<file path="src/rtl/acp_tx_rsp.sv">
// rtl/acp_tx_rsp.sv - acp0_tx write-request responder issuing one AXI3 INCR burst per request
// Pulls BURST_LEN beats through a 2-entry buffer and checks the B response.
module acp_tx_rsp #(
    parameter int         BURST_LEN = 16,
    parameter logic [3:0] ACP_CACHE = 4'b1111,
    parameter logic [4:0] ACP_USER  = 5'b00001
) (
    input  logic        clk125,
    input  logic        rst,
    input  logic        acp_tx_en,
    output logic        acp_tx_rdy,
    input  logic [31:0] acp_tx_awaddr,
    input  logic [2:0]  acp_tx_awid,
    input  logic [63:0] acp_tx_wdata,
    output logic        acp_tx_wdreq,
    output logic [31:0] m_awaddr,
    output logic [2:0]  m_awid,
    output logic [3:0]  m_awlen,
    output logic [2:0]  m_awsize,
    output logic [1:0]  m_awburst,
    output logic [3:0]  m_awcache,
    output logic [4:0]  m_awuser,
    output logic        m_awvalid,
    input  logic        m_awready,
    output logic [63:0] m_wdata,
    output logic [7:0]  m_wstrb,
    output logic [2:0]  m_wid,
    output logic        m_wlast,
    output logic        m_wvalid,
    input  logic        m_wready,
    input  logic [2:0]  m_bid,
    input  logic [1:0]  m_bresp,
    input  logic        m_bvalid,
    output logic        m_bready,
    output logic        busy,
    output logic [15:0] err_cnt
);

    typedef enum logic [1:0] {
        S_IDLE,
        S_ADDR,
        S_DATA,
        S_RESP
    } state_t;

    localparam logic [4:0] LP_LEN  = 5'(BURST_LEN);
    localparam logic [4:0] LP_LAST = 5'(BURST_LEN - 1);

    state_t      r_state;
    state_t      w_next;
    logic        r_rdy;
    logic        r_awvalid;
    logic [31:0] r_awaddr;
    logic [2:0]  r_awid;
    logic [63:0] r_buf0;
    logic [63:0] r_buf1;
    logic        r_head;
    logic        r_tail;
    logic [1:0]  r_occ;
    logic        r_in_flight;
    logic [4:0]  r_req_cnt;
    logic [4:0]  r_wr_cnt;
    logic [15:0] r_err_cnt;

    logic w_accept;
    logic w_aw_hs;
    logic w_wvalid;
    logic w_pop;
    logic w_last_beat;
    logic w_b_hs;
    logic w_room;
    logic w_wdreq;
    logic w_err_inc;

    assign w_accept    = (r_state == S_IDLE) && r_rdy && acp_tx_en;
    assign w_aw_hs     = r_awvalid && m_awready;
    assign w_wvalid    = (r_occ != 2'd0);
    assign w_pop       = w_wvalid && m_wready;
    assign w_last_beat = (r_wr_cnt == LP_LAST);
    assign w_b_hs      = (r_state == S_RESP) && m_bvalid;

    // A new pull lands two cycles out; issue only if the beat already owed
    // plus what stays buffered after this cycle's pop leaves a free slot.
    assign w_room  = ({1'b0, r_occ} + {2'b00, r_in_flight}) < (3'd2 + {2'b00, w_pop});
    assign w_wdreq = (r_state == S_DATA) && (r_req_cnt < LP_LEN) && w_room;

    assign w_err_inc = (w_accept && (acp_tx_awaddr[2:0] != 3'b000)) ||
                       (w_b_hs && ((m_bresp != 2'b00) || (m_bid != r_awid)));

    always_ff @(posedge clk125 or posedge rst) begin
        if (rst) begin
            r_state <= S_IDLE;
        end else begin
            r_state <= w_next;
        end
    end

    always_comb begin
        w_next = r_state;
        case (r_state)
            S_IDLE:  if (w_accept)             w_next = S_ADDR;
            S_ADDR:  if (w_aw_hs)              w_next = S_DATA;
            S_DATA:  if (w_pop && w_last_beat) w_next = S_RESP;
            S_RESP:  if (m_bvalid)             w_next = S_IDLE;
            default:                           w_next = S_IDLE;
        endcase
    end

    always_ff @(posedge clk125 or posedge rst) begin
        if (rst) begin
            r_rdy       <= 1'b0;
            r_awvalid   <= 1'b0;
            r_awaddr    <= 32'd0;
            r_awid      <= 3'd0;
            r_buf0      <= 64'd0;
            r_buf1      <= 64'd0;
            r_head      <= 1'b0;
            r_tail      <= 1'b0;
            r_occ       <= 2'd0;
            r_in_flight <= 1'b0;
            r_req_cnt   <= 5'd0;
            r_wr_cnt    <= 5'd0;
            r_err_cnt   <= 16'd0;
        end else begin
            r_rdy <= (w_next == S_IDLE);

            if (w_accept) begin
                r_awaddr  <= {acp_tx_awaddr[31:3], 3'b000};
                r_awid    <= acp_tx_awid;
                r_awvalid <= 1'b1;
                r_req_cnt <= 5'd0;
                r_wr_cnt  <= 5'd0;
            end else begin
                if (w_aw_hs) begin
                    r_awvalid <= 1'b0;
                end
                if (w_wdreq) begin
                    r_req_cnt <= r_req_cnt + 5'd1;
                end
                if (w_pop) begin
                    r_wr_cnt <= r_wr_cnt + 5'd1;
                end
            end

            // Initiator data is valid exactly one cycle after the pull.
            r_in_flight <= w_wdreq;
            if (r_in_flight) begin
                if (r_tail) begin
                    r_buf1 <= acp_tx_wdata;
                end else begin
                    r_buf0 <= acp_tx_wdata;
                end
                r_tail <= ~r_tail;
            end
            if (w_pop) begin
                r_head <= ~r_head;
            end
            r_occ <= r_occ + {1'b0, r_in_flight} - {1'b0, w_pop};

            if (w_err_inc && (r_err_cnt != 16'hFFFF)) begin
                r_err_cnt <= r_err_cnt + 16'd1;
            end
        end
    end

    assign acp_tx_rdy   = r_rdy;
    assign acp_tx_wdreq = w_wdreq;
    assign m_awaddr     = r_awaddr;
    assign m_awid       = r_awid;
    assign m_awvalid    = r_awvalid;
    assign m_wdata      = r_head ? r_buf1 : r_buf0;
    assign m_wid        = r_awid;
    assign m_wvalid     = w_wvalid;
    assign m_wlast      = w_wvalid && w_last_beat;
    assign m_bready     = (r_state == S_RESP);
    assign busy         = (r_state != S_IDLE);
    assign err_cnt      = r_err_cnt;

    // Fixed AW/W attributes read as zero while reset is held.
    assign m_awlen   = rst ? 4'd0  : 4'(BURST_LEN - 1);
    assign m_awsize  = rst ? 3'd0  : 3'b011;
    assign m_awburst = rst ? 2'd0  : 2'b01;
    assign m_wstrb   = rst ? 8'd0  : 8'hFF;
    assign m_awcache = rst ? 4'd0  : ACP_CACHE;
    assign m_awuser  = rst ? 5'd0  : ACP_USER;

endmodule

</file>
<file path="config.mk">
export PLATFORM = sky130hd
export DESIGN_NAME = acp_tx_rsp
export DESIGN_NICKNAME = d
export VERILOG_FILES = /design/src/rtl/acp_tx_rsp.sv
export SDC_FILE = /design/constraint.sdc
export NUM_CORES = 1
export LEC_CHECK = 0
export CORE_MARGIN = 2
export CORE_UTILIZATION = 51
export CTS_CLUSTER_DIAMETER = 60
export DETAILED_ROUTE_END_ITERATION = 12
export GPL_TIMING_DRIVEN = 0
export PLACE_DENSITY = 0.86
export SYNTH_ARGS = -nofsm -noshare
export SYNTH_HDL_FRONTEND = slang
export SYNTH_SLANG_ARGS = --single-unit
</file>
<file path="constraint.sdc">
create_clock -name clk125 -period 14.2 [get_ports clk125]
set_clock_uncertainty 0.2 [all_clocks]
set_input_delay 2.84 -clock clk125 [delete_from_list [all_inputs] [get_ports clk125]]
set_output_delay 2.84 -clock clk125 [all_outputs]
set_load 0.01 [all_outputs]
</file>
==> flow_summary.ini, run 1 <==
[placement]
io_buffers = 251
gp_congestion = 0.8220
dp_hpwl_um = 14230
place_inst = 1085

[setup_path]
critical_path.max_fanout = 5
cp-end-kind = primary output
startpoint_type = input port
critical_path_arrival_ps = 4860
cp_slowest_cell = clkdlybuf4s50_1
cp.buffers_inverters = 3
path_cells = clkdlybuf4s50_1 -> o21ai_1 -> o21ai_0 -> and2_1 -> clkbuf_1 -> clkdlybuf4s50_1
cp_top_family = buffers and inverters
cp_slowest_stage_delay_ps = 620
crit_type = in -> out
cpMostUsedCell = clkdlybuf4s50_1
required_ps = 11160

[routing]
routed_wl_um = 19340
drtIter0Drc = 234
dr.pass1.iters = 4
routed_via_density = 5.167
vias = 5772
ant_nets = 0
wl_per_cell_um = 17.32
drc_errors = 0

[synthesis]
syn-cell-area_um2 = 8678
avgSynthCellArea_um2 = 14.34
yosysWarningCount = 0
postSynthCellCount = 605
ys_ff_latch = 195
synth_cell_type_count = 39
ys.flop_type = dfrtp_1
synth_edf_count = 0
async_reset_ff_frac = 1.000
ys_seq_area_frac = 0.5623

[timing]
rsz0062_at_grt = no
clock.fmax_mhz = 126.6
drv_slew = 0
fin_crit_sh = 0.5562
worst_pin_slew_ps = 665.9
period_minus_slack_ps = 7898
final_hold_viol_count = 0
relSlewSlack = 0.5561
setup_viol = 0
setup_tns_ps = 0

[die]
core_area_um2 = 16580
num_io_pins = 261
initial_core_util = 0.5233
die_h_um = 134.4
dieArea_um2 = 18080
fp-row-count = 47
chipWidth_um = 134.4

[cts]
cts_setup_buffers = 0
cts_max_path_buffers = 2
cts_hold_buf = 0
numCtsBuffers = 17
cts-htree-levels = 4
clk_pin_slew_ps = 60
clk_latency_ps = 430
cts_tree = done
post_cts_resize_count = 0
cts-root-buf = clkbuf_16
cts.sinks = 195

[final_layout]
multi_input_area_um2 = 3448
layout_common_cells = clkdlybuf4s50_1, mux2_2, dfrtp_1
fin_cells = 1117
layout-drive-gt1-share = 0.3423
nNetsFinal = 1002
final_common_cell = clkdlybuf4s50_1
num_antenna_cells = 0
n_fill_cell = 1099
area_growth_pct = 39.59
regArea_um2 = 4880

[pwr]
power_density_nw_per_um2 = 221.3
ir_worst_vdd_uv = 144.1
p_leak_nw = 5.157

[job]
maxCapViolations = 0

[outcome]
status = finished, final reports clean

[min_path]
hp-class = reg -> reg

[grt]
grt_pass1_wl_um = 30860
grt_pass1_vias = 6181
grt-ovfl-total = 0
grt_max_degree = 135
grtUsageTotal = 0.2181
antenna_found_initial = 0
## through the flow
stage / hold slack, ps / util / area (um^2) / setup slack, ps / power (mW)
finish: 289.5 / 0.7305 / 12110 / 6302 / 2.681
global route: 313.0 / 0.7305 / 12110 / 6154 / 2.831
CTS: 297.0 / 0.7305 / 12110 / 6313 / 2.708
detailed placement: 282.7 / 0.6953 / 11530 / 6330 / 2.232
global placement: 271.0 / 0.6932 / 11500 / 1098 / 2.169
floorplan: 254.3 / - / 8708 / 3417 / 1.628
## synthesized netlist by cell type (2+ instances only)
| library cell | number | area (um^2) |
|---|---|---|
| a21oi_1 | 2 | 10.01 |
| a41oi_1 | 2 | 17.52 |
| and2_1 | 4 | 25.02 |
| and3_1 | 4 | 25.02 |
| buf_2 | 4 | 20.02 |
| buf_4 | 31 | 232.7 |
| buf_6 | 2 | 22.52 |
| clkbuf_1 | 22 | 82.58 |
| dfrtp_1 | 195 | 4880 |
| ha_1 | 8 | 100.1 |
| inv_1 | 6 | 22.52 |
| mux2_2 | 227 | 2556 |
| mux2i_1 | 2 | 20.02 |
| nand2_1 | 13 | 48.80 |
| nand2b_1 | 2 | 12.51 |
| nand3_1 | 8 | 40.04 |
| nand4_1 | 5 | 31.28 |
| nor2_1 | 13 | 48.80 |
| nor3_1 | 3 | 15.01 |
| nor4_2 | 6 | 75.07 |
| nor4b_1 | 4 | 35.03 |
| xnor2_1 | 7 | 61.31 |
| xor2_1 | 19 | 166.4 |
## per-layer routing
layer / global-route usage / share of wire / vias up
met5: 0 / 0 / -
met4: 0.07485 / 0.021 / 0
met3: 0.05631 / 0.057 / 29
met2: 0.3920 / 0.52 / 179
met1: 0.2529 / 0.41 / 2909
li1: - / - / 2655
## cell families after synthesis
logic type / after synthesis / synth area share
other: 1 / 0.0004321
AOI/OAI and AO/OA: 11 / 0.009228
DFF: 195 / 0.5623
muxes: 229 / 0.2969
xor gates and xnor gates: 26 / 0.02624
buffers and inverters: 65 / 0.04383
and+or+nand+nor: 70 / 0.04960
adders and majority gates: 8 / 0.01153
## report_power, final
group          internal, mW  switching, mW
logic                 0.776          0.469
clock network         0.262          0.204
registers             0.821          0.148
## cell type report
class,instances,area share
Buffer,59,0.02954
Clock buffer,22,0.03997
Clock inverter,10,0.008159
Inverter,6,0.002479
Multi-Input combinational cell,353,0.2847
Sequential cell,195,0.4028
Tap cell,220,0.02272
Timing Repair Buffer,252,0.2097
## registers in the layout, indices dropped and copies added, names as in the netlist, 2 cells and up
register   count
r_buf0        64
r_buf1        64
m_awaddr      29
err_cnt       16
r_req_cnt      5
r_wr_cnt       5
m_awid         3
r_occ          2
r_state        2
## final timing paths
path,slack (ps),end,start,cells after the start
worst max-delay path,6300,acp_tx_wdreq,m_wready,6
worst min-delay path,290,r_tail,r_tail,1
worst max register to register,11750,r_req_cnt[1],r_in_flight,7
worst min register to register,290,r_tail,r_tail,1
max in group asynchronous,10090,r_buf0[59],rst,3
min in group asynchronous,2680,err_cnt[14],rst,2
Note: power is estimated with default switching activity, not from simulation.
==> run 2, diff against run 1 <==
--- a/config.mk
+++ b/config.mk
@@ -6,11 +6,11 @@
 export NUM_CORES = 1
 export LEC_CHECK = 0
 export CORE_MARGIN = 2
-export CORE_UTILIZATION = 51
+export CORE_UTILIZATION = 43
 export CTS_CLUSTER_DIAMETER = 60
 export DETAILED_ROUTE_END_ITERATION = 12
 export GPL_TIMING_DRIVEN = 0
-export PLACE_DENSITY = 0.86
+export PLACE_DENSITY = 0.77
 export SYNTH_ARGS = -nofsm -noshare
 export SYNTH_HDL_FRONTEND = slang
 export SYNTH_SLANG_ARGS = --single-unit
==> constraint.sdc (replaced) <==
create_clock -name clk125 -period 6.82 [get_ports clk125]
set_clock_uncertainty 0.2 [all_clocks]
set_input_delay 1.364 -clock clk125 [delete_from_list [all_inputs] [get_ports clk125]]
set_output_delay 1.364 -clock clk125 [all_outputs]
set_load 0.01 [all_outputs]
==> flow_summary.ini, run 2 (synthesis results as in run 1) <==
[outcome]
status = finished, final reports clean

[grt]
grtUsageMet1 = 0.2328
use_met3 = 0.04500
grt-ovfl-total = 0
grt_pass1_vias = 5952
antenna_found_initial = 0
grt_pass1_wl_um = 31460
grtUsageTotal = 0.1827
grt_max_degree = 43
grt-busiest-layer = met2
grt_util_met2 = 0.3083

[routing]
wl_per_cell_um = 16.30
drc_errors = 0
routed_wl_um = 19010
vias = 5649
drtIter0Drc = 142
ant_nets = 0
dr.pass1.iters = 4
routed_via_density = 4.845

[final_layout]
n_fill_cell = 1572
num_antenna_cells = 0
fin_cells = 1166
final_util = 0.6260
layout-drive-gt1-share = 0.3463
nNetsFinal = 1006
final_common_cell = clkdlybuf4s50_1
layout_common_cells = clkdlybuf4s50_1, mux2_2, dfrtp_1
area_growth_pct = 41.77

[pwr]
power.total_mw = 5.661
p_leak_nw = 5.217
ir_worst_vdd_uv = 325.6
power_density_nw_per_um2 = 460.1

[setup_path]
cpMostUsedCell = clkdlybuf4s50_1
cp_slowest_stage_delay_ps = 690
rr_endpoint = err_cnt[4]
cp_top_family = buffers and inverters
cp.buffers_inverters = 6
r2r_setup_slack_ps = 4440
crit_type = in -> out
critical_path_arrival_ps = 3870
r2r_start = err_cnt[0]
critical_path.max_fanout = 37
startpoint_type = input port
required_ps = 5260
path_cells = clkdlybuf4s50_1 -> clkinvlp_4 -> buf_12 -> buf_16 -> buf_4 -> clkdlybuf4s50_1
r2r_cells = 6
cp-end-kind = primary output
cp_slowest_cell = clkinvlp_4

[min_path]
min_delay_path_depth = 1
hold_path_end = r_tail
min_from = r_tail
hp-class = reg -> reg

[cts]
cts_max_path_buffers = 2
cts-root-buf = clkbuf_16
clk_latency_ps = 420
cts-htree-levels = 4
cts_hold_buf = 0
post_cts_resize_count = 0
cts.sinks = 195
numCtsBuffers = 17
cts_tree = done
cts_setup_buffers = 0
clk_pin_slew_ps = 70

[placement]
io_buffers = 251
gp_congestion = 0.7864
place_inst = 1134
dp_hpwl_um = 13860

[timing]
rsz0062_at_grt = no
setup_tns_ps = 0
worst_pin_slew_ps = 861.5
clock.fmax_mhz = 183.9
final_hold_viol_count = 0
relSlewSlack = 0.4245
drv_slew = 0
setup_viol = 0
period_minus_slack_ps = 5438
fin_crit_sh = 0.7973

[die]
chipWidth_um = 146.1
die_h_um = 146.1
num_io_pins = 261
fp-row-count = 51
initial_core_util = 0.4416
core_area_um2 = 19650
dieArea_um2 = 21340

[job]
maxCapViolations = 0
-- run 2: changes by cell type in the layout (fill, tap and decap cells not counted), sizes merged --
| cell | change |
|---|---|
| clkbuf | -5 |
| inv | +5 |
| bufinv | +2 |
| clkinv | -2 |
| buf | +4 |
-- run 2: power by group --
part / internal [mW] / switching (mW) / leakage [nW] / total (mW)
clock network: 0.599 / 0.480 / 0.311 / 1.08
registers: 1.71 / 0.295 / 2.33 / 2.00
logic: 1.62 / 0.961 / 2.58 / 2.58
total: 3.93 / 1.74 / 5.22 / 5.66
-- run 2: worst max path at each step --
stage | startpoint | to | slack [ps] | depth (start not counted)
after floorplan | rst | m_awcache[0] | 360 | 2
after global placement | rst | m_wstrb[5] | -1970 | 4
after detailed placement | rst | m_wstrb[4] | 1300 | 6
after CTS | rst | m_wstrb[4] | 1300 | 6
after global routing | rst | m_wstrb[3] | 1130 | 6
final | rst | m_wstrb[2] | 1380 | 6
-- run 2: worst register-to-register path, cell delays in order (launching register included) --
cell	delay, ps
dfrtp_1	440
ha_1	200
nand3_1	300
nor3_1	510
buf_2	350
nor3_1	90
xor2_1	160
-- run 2: final cells by class --
| class | instances | area (um^2) | area share |
|---|---|---|---|
| multi-input cells | 353 | 3448 | 0.2803 |
| well taps | 265 | 331.6 | 0.02695 |
| repair buffers | 256 | 2620 | 0.2130 |
| clock inverters | 15 | 214.0 | 0.01739 |
| plain buffers | 59 | 357.8 | 0.02909 |
| flip-flops and latches | 195 | 4880 | 0.3966 |
| clock buffers | 17 | 425.4 | 0.03458 |
| inverters | 6 | 26.28 | 0.002136 |
-- run 2: routing by layer --
metal | part of all wire | wire [um]
met1 | 0.43 | 8216
met2 | 0.49 | 9386
met3 | 0.053 | 1014
met4 | 0.021 | 394
met5 | 0 | 0
-- run 2: per-stage QoR --
step	cell area (um^2)	setup WS, ps	hold slack (ps)
after detailed placement	11660	1301	280.6
after CTS	12300	1298	291.2
final	12300	1382	286.3
after floorplan	8712	359.2	254.3
after global placement	11560	-1968	268.4
after global routing	12300	1132	307.4
==> RTL edit, RTL diff (settings of run 2) <==
Put one more register stage on the output `err_cnt`, with the module's reset. The value now appears one clock later. The other outputs are not delayed to match.
--- a/src/rtl/acp_tx_rsp.sv
+++ b/src/rtl/acp_tx_rsp.sv
@@ -175,5 +175,11 @@
     assign m_bready     = (r_state == S_RESP);
     assign busy         = (r_state != S_IDLE);
-    assign err_cnt      = r_err_cnt;
+    always_ff @(posedge clk125 or posedge rst) begin
+        if (rst) begin
+            err_cnt <= '0;
+        end else begin
+            err_cnt <= r_err_cnt;
+        end
+    end
 
     // Fixed AW/W attributes read as zero while reset is held.
Formal check against the unedited RTL: not equivalent (Yosys sat finds a counterexample within 4 cycles, from zero or initial values and one cycle with rst high).
==> RTL edit against run 2 <==
- worst setup slack improved by 0.27 ns
- total power rose by 6.0%
- area after synthesis rose by 4.0%
- routed wire length rose by 5.1%
- cell area rose by 4.6%
- non-clock buffer count rose by 1
- sequential cell count rose by 16
- via count rose by 2.9%
- critical path type unchanged
- largest cell class unchanged
==> RTL edit: results (changes against run 2) <==
| Metric | Reported | Unit | vs run 2 |
|:---|:---|:---|:---|
| Resized Gates After CTS | 0 | - | unchanged |
| Total half-perimeter wirelength after legalization and detailed placement | 14.1 | mm | +2.0% |
| Routed Wire Length | 20.0 | mm | +5.1% |
| Number of vias after detailed routing | 5,815 | - | +2.9% |
| Synth top cells by count | mux2_2 (227), dfrtp_1 (211), buf_4 (33), xnor2_1 (19), clkbuf_1 (16) | - |  |
| R2r endpoint | r_req_cnt[1]$_DFFE_PP0P_ | - |  |
| Leading post-synthesis cells by cell area | dfrtp_1 (59%), mux2_2 (28%), buf_4 (2.7%) | - |  |
| Number of distinct library cells after synthesis | 37 | - | -5.1% |
| Via count of the first global-routing pass | 6,282 | - | +5.5% |
| Initial drt markers | 144 | - | +1.4% |
| Worst setup slack for register-to-register paths | 4.53 | ns | +0.09 ns |
| Clock latency on the worst-skew pair | 0.51 | ns | +0.09 ns |
| Number of buffers added by the clock tree synthesis step | 24 | - | +7 |
| Maximum fanout along the worst path | 41 | - | +11% |
| Endpoint arrival time on the critical path | 3.60 | ns | -0.27 ns |
| Primary flip-flop cell chosen by synthesis mapping | dfrtp_1 | - |  |
| Worst vdd rail ir drop | 0.000285 | V | -12% |
| Wire length of the first global-routing pass | 32.2 | mm | +2.3% |
| Start point of the worst min-delay path | r_err_cnt[14]$_DFFE_PP0P_ | - |  |
| Static Leakage | 5.52 | nW | +5.9% |
| Instance area after placement | 12,000 | um^2 | +3.1% |
| Pin count of the biggest net entering global routing | 42 | - | -2.3% |
| Launch instance of the worst register-to-register path | r_in_flight$_DFF_PP0_ | - |  |
| Total placed cells including tap cells | 1,153 | - | +1.7% |
| Number of post-CTS setup repair buffers | 0 | - | unchanged |
| Total track usage | 0.179 | - | -0.00355 |
| Diode insertion count for antenna repair | 0 | - | unchanged |
| Worst Slack Setup Final | 1.65 | ns | +0.270 ns |
| Routed via count divided by cell count | 4.86 | - | +0.27% |
| FF-to-FF path depth | 7 | - | +1 |
| Synthesized area per cell | 14.6 | um^2 | +1.8% |
| CP Capture Point | m_awlen[0] | - |  |
| Maximum root-to-sink buffer count | 3 | - | +1 |
| Fraction of final layout cells with drive strength greater than 1 | 0.342 | - | -0.00432 |
| CTS H-tree depth | 1 | - | -3 |
| Gp weighted congestion | 0.763 | - | -3.0% |
| Synth warn | 0 | - | unchanged |
| Number of nets in the layout | 1,027 | - | +2.1% |
| Slew at the pin with the worst max-slew slack | 0.718 | ns | -0.144 ns |
| Number of iterations in the first detailed-routing pass | 4 | - | unchanged |
| Sequential-to-total area share from yosys stat | 0.585 | - | +0.0229 |
| Post-Place Setup Slack | 1.58 | ns | +0.280 ns |
| Outcome | completed | - |  |
## RTL edit: metrics by stage
step	hold slack [ns]	utilization	setup TNS [ns]
floorplan	0.187	-	0
global placement	0.207	0.583	-46.66
detailed placement	0.214	0.589	0
CTS	0.227	0.630	0
global route	0.240	0.630	0
finish	0.222	0.630	0
## RTL edit: worst min path at each step
stage | to | slack, ns | cells after the start
floorplan | err_cnt[5]$_DFF_PP0_ | 0.19 | 0
global placement | err_cnt[14]$_DFF_PP0_ | 0.21 | 0
detailed placement | err_cnt[14]$_DFF_PP0_ | 0.21 | 0
CTS | err_cnt[14]$_DFF_PP0_ | 0.23 | 0
global route | err_cnt[10]$_DFF_PP0_ | 0.24 | 0
finish | err_cnt[14]$_DFF_PP0_ | 0.22 | 0
## RTL edit: area by class of cell
class | count | area [um^2]
Multi-Input combinational cell | 348 | 3380
Tap cell | 270 | 338
Inverter | 8 | 33.8
Timing Repair Buffer | 257 | 2630
Clock buffer | 39 | 738
Fill cell | 1607 | 7560
Sequential cell | 211 | 5280
Clock inverter | 5 | 104
Buffer | 59 | 358
## RTL edit: worst max-delay path, cell delays in order
cell and delay [ns]:
clkdlybuf4s50_1 0.51, clkinvlp_4 0.35, buf_12 0.32, buf_12 0.20, buf_12 0.20, buf_4 0.15
clkdlybuf4s50_1 0.48
## RTL edit: per-layer routing
metal / track usage / wire length (um)
met5: 0 / 0
met4: 0.0381 / 278
met3: 0.0563 / 1730
met2: 0.304 / 9510
met1: 0.227 / 8460
## RTL edit: kinds of logic after synthesis
family,after synthesis,share of synthesized area
muxes,229,0.286
DFF,211,0.585
buffers and inverters,67,0.0430
and+or+nand+nor,64,0.0379
xor gates and xnor gates,26,0.0252
AOI/OAI and AO/OA,12,0.0116
adders and majority gates,8,0.0111
other,1,0.000416
## RTL edit: power by group
group          switching [mW]  total, mW  leakage [nW]  internal (mW)
logic                   0.950       2.55          2.57           1.60
clock network           0.495       1.34         0.411          0.850
registers               0.289       2.11          2.54           1.82
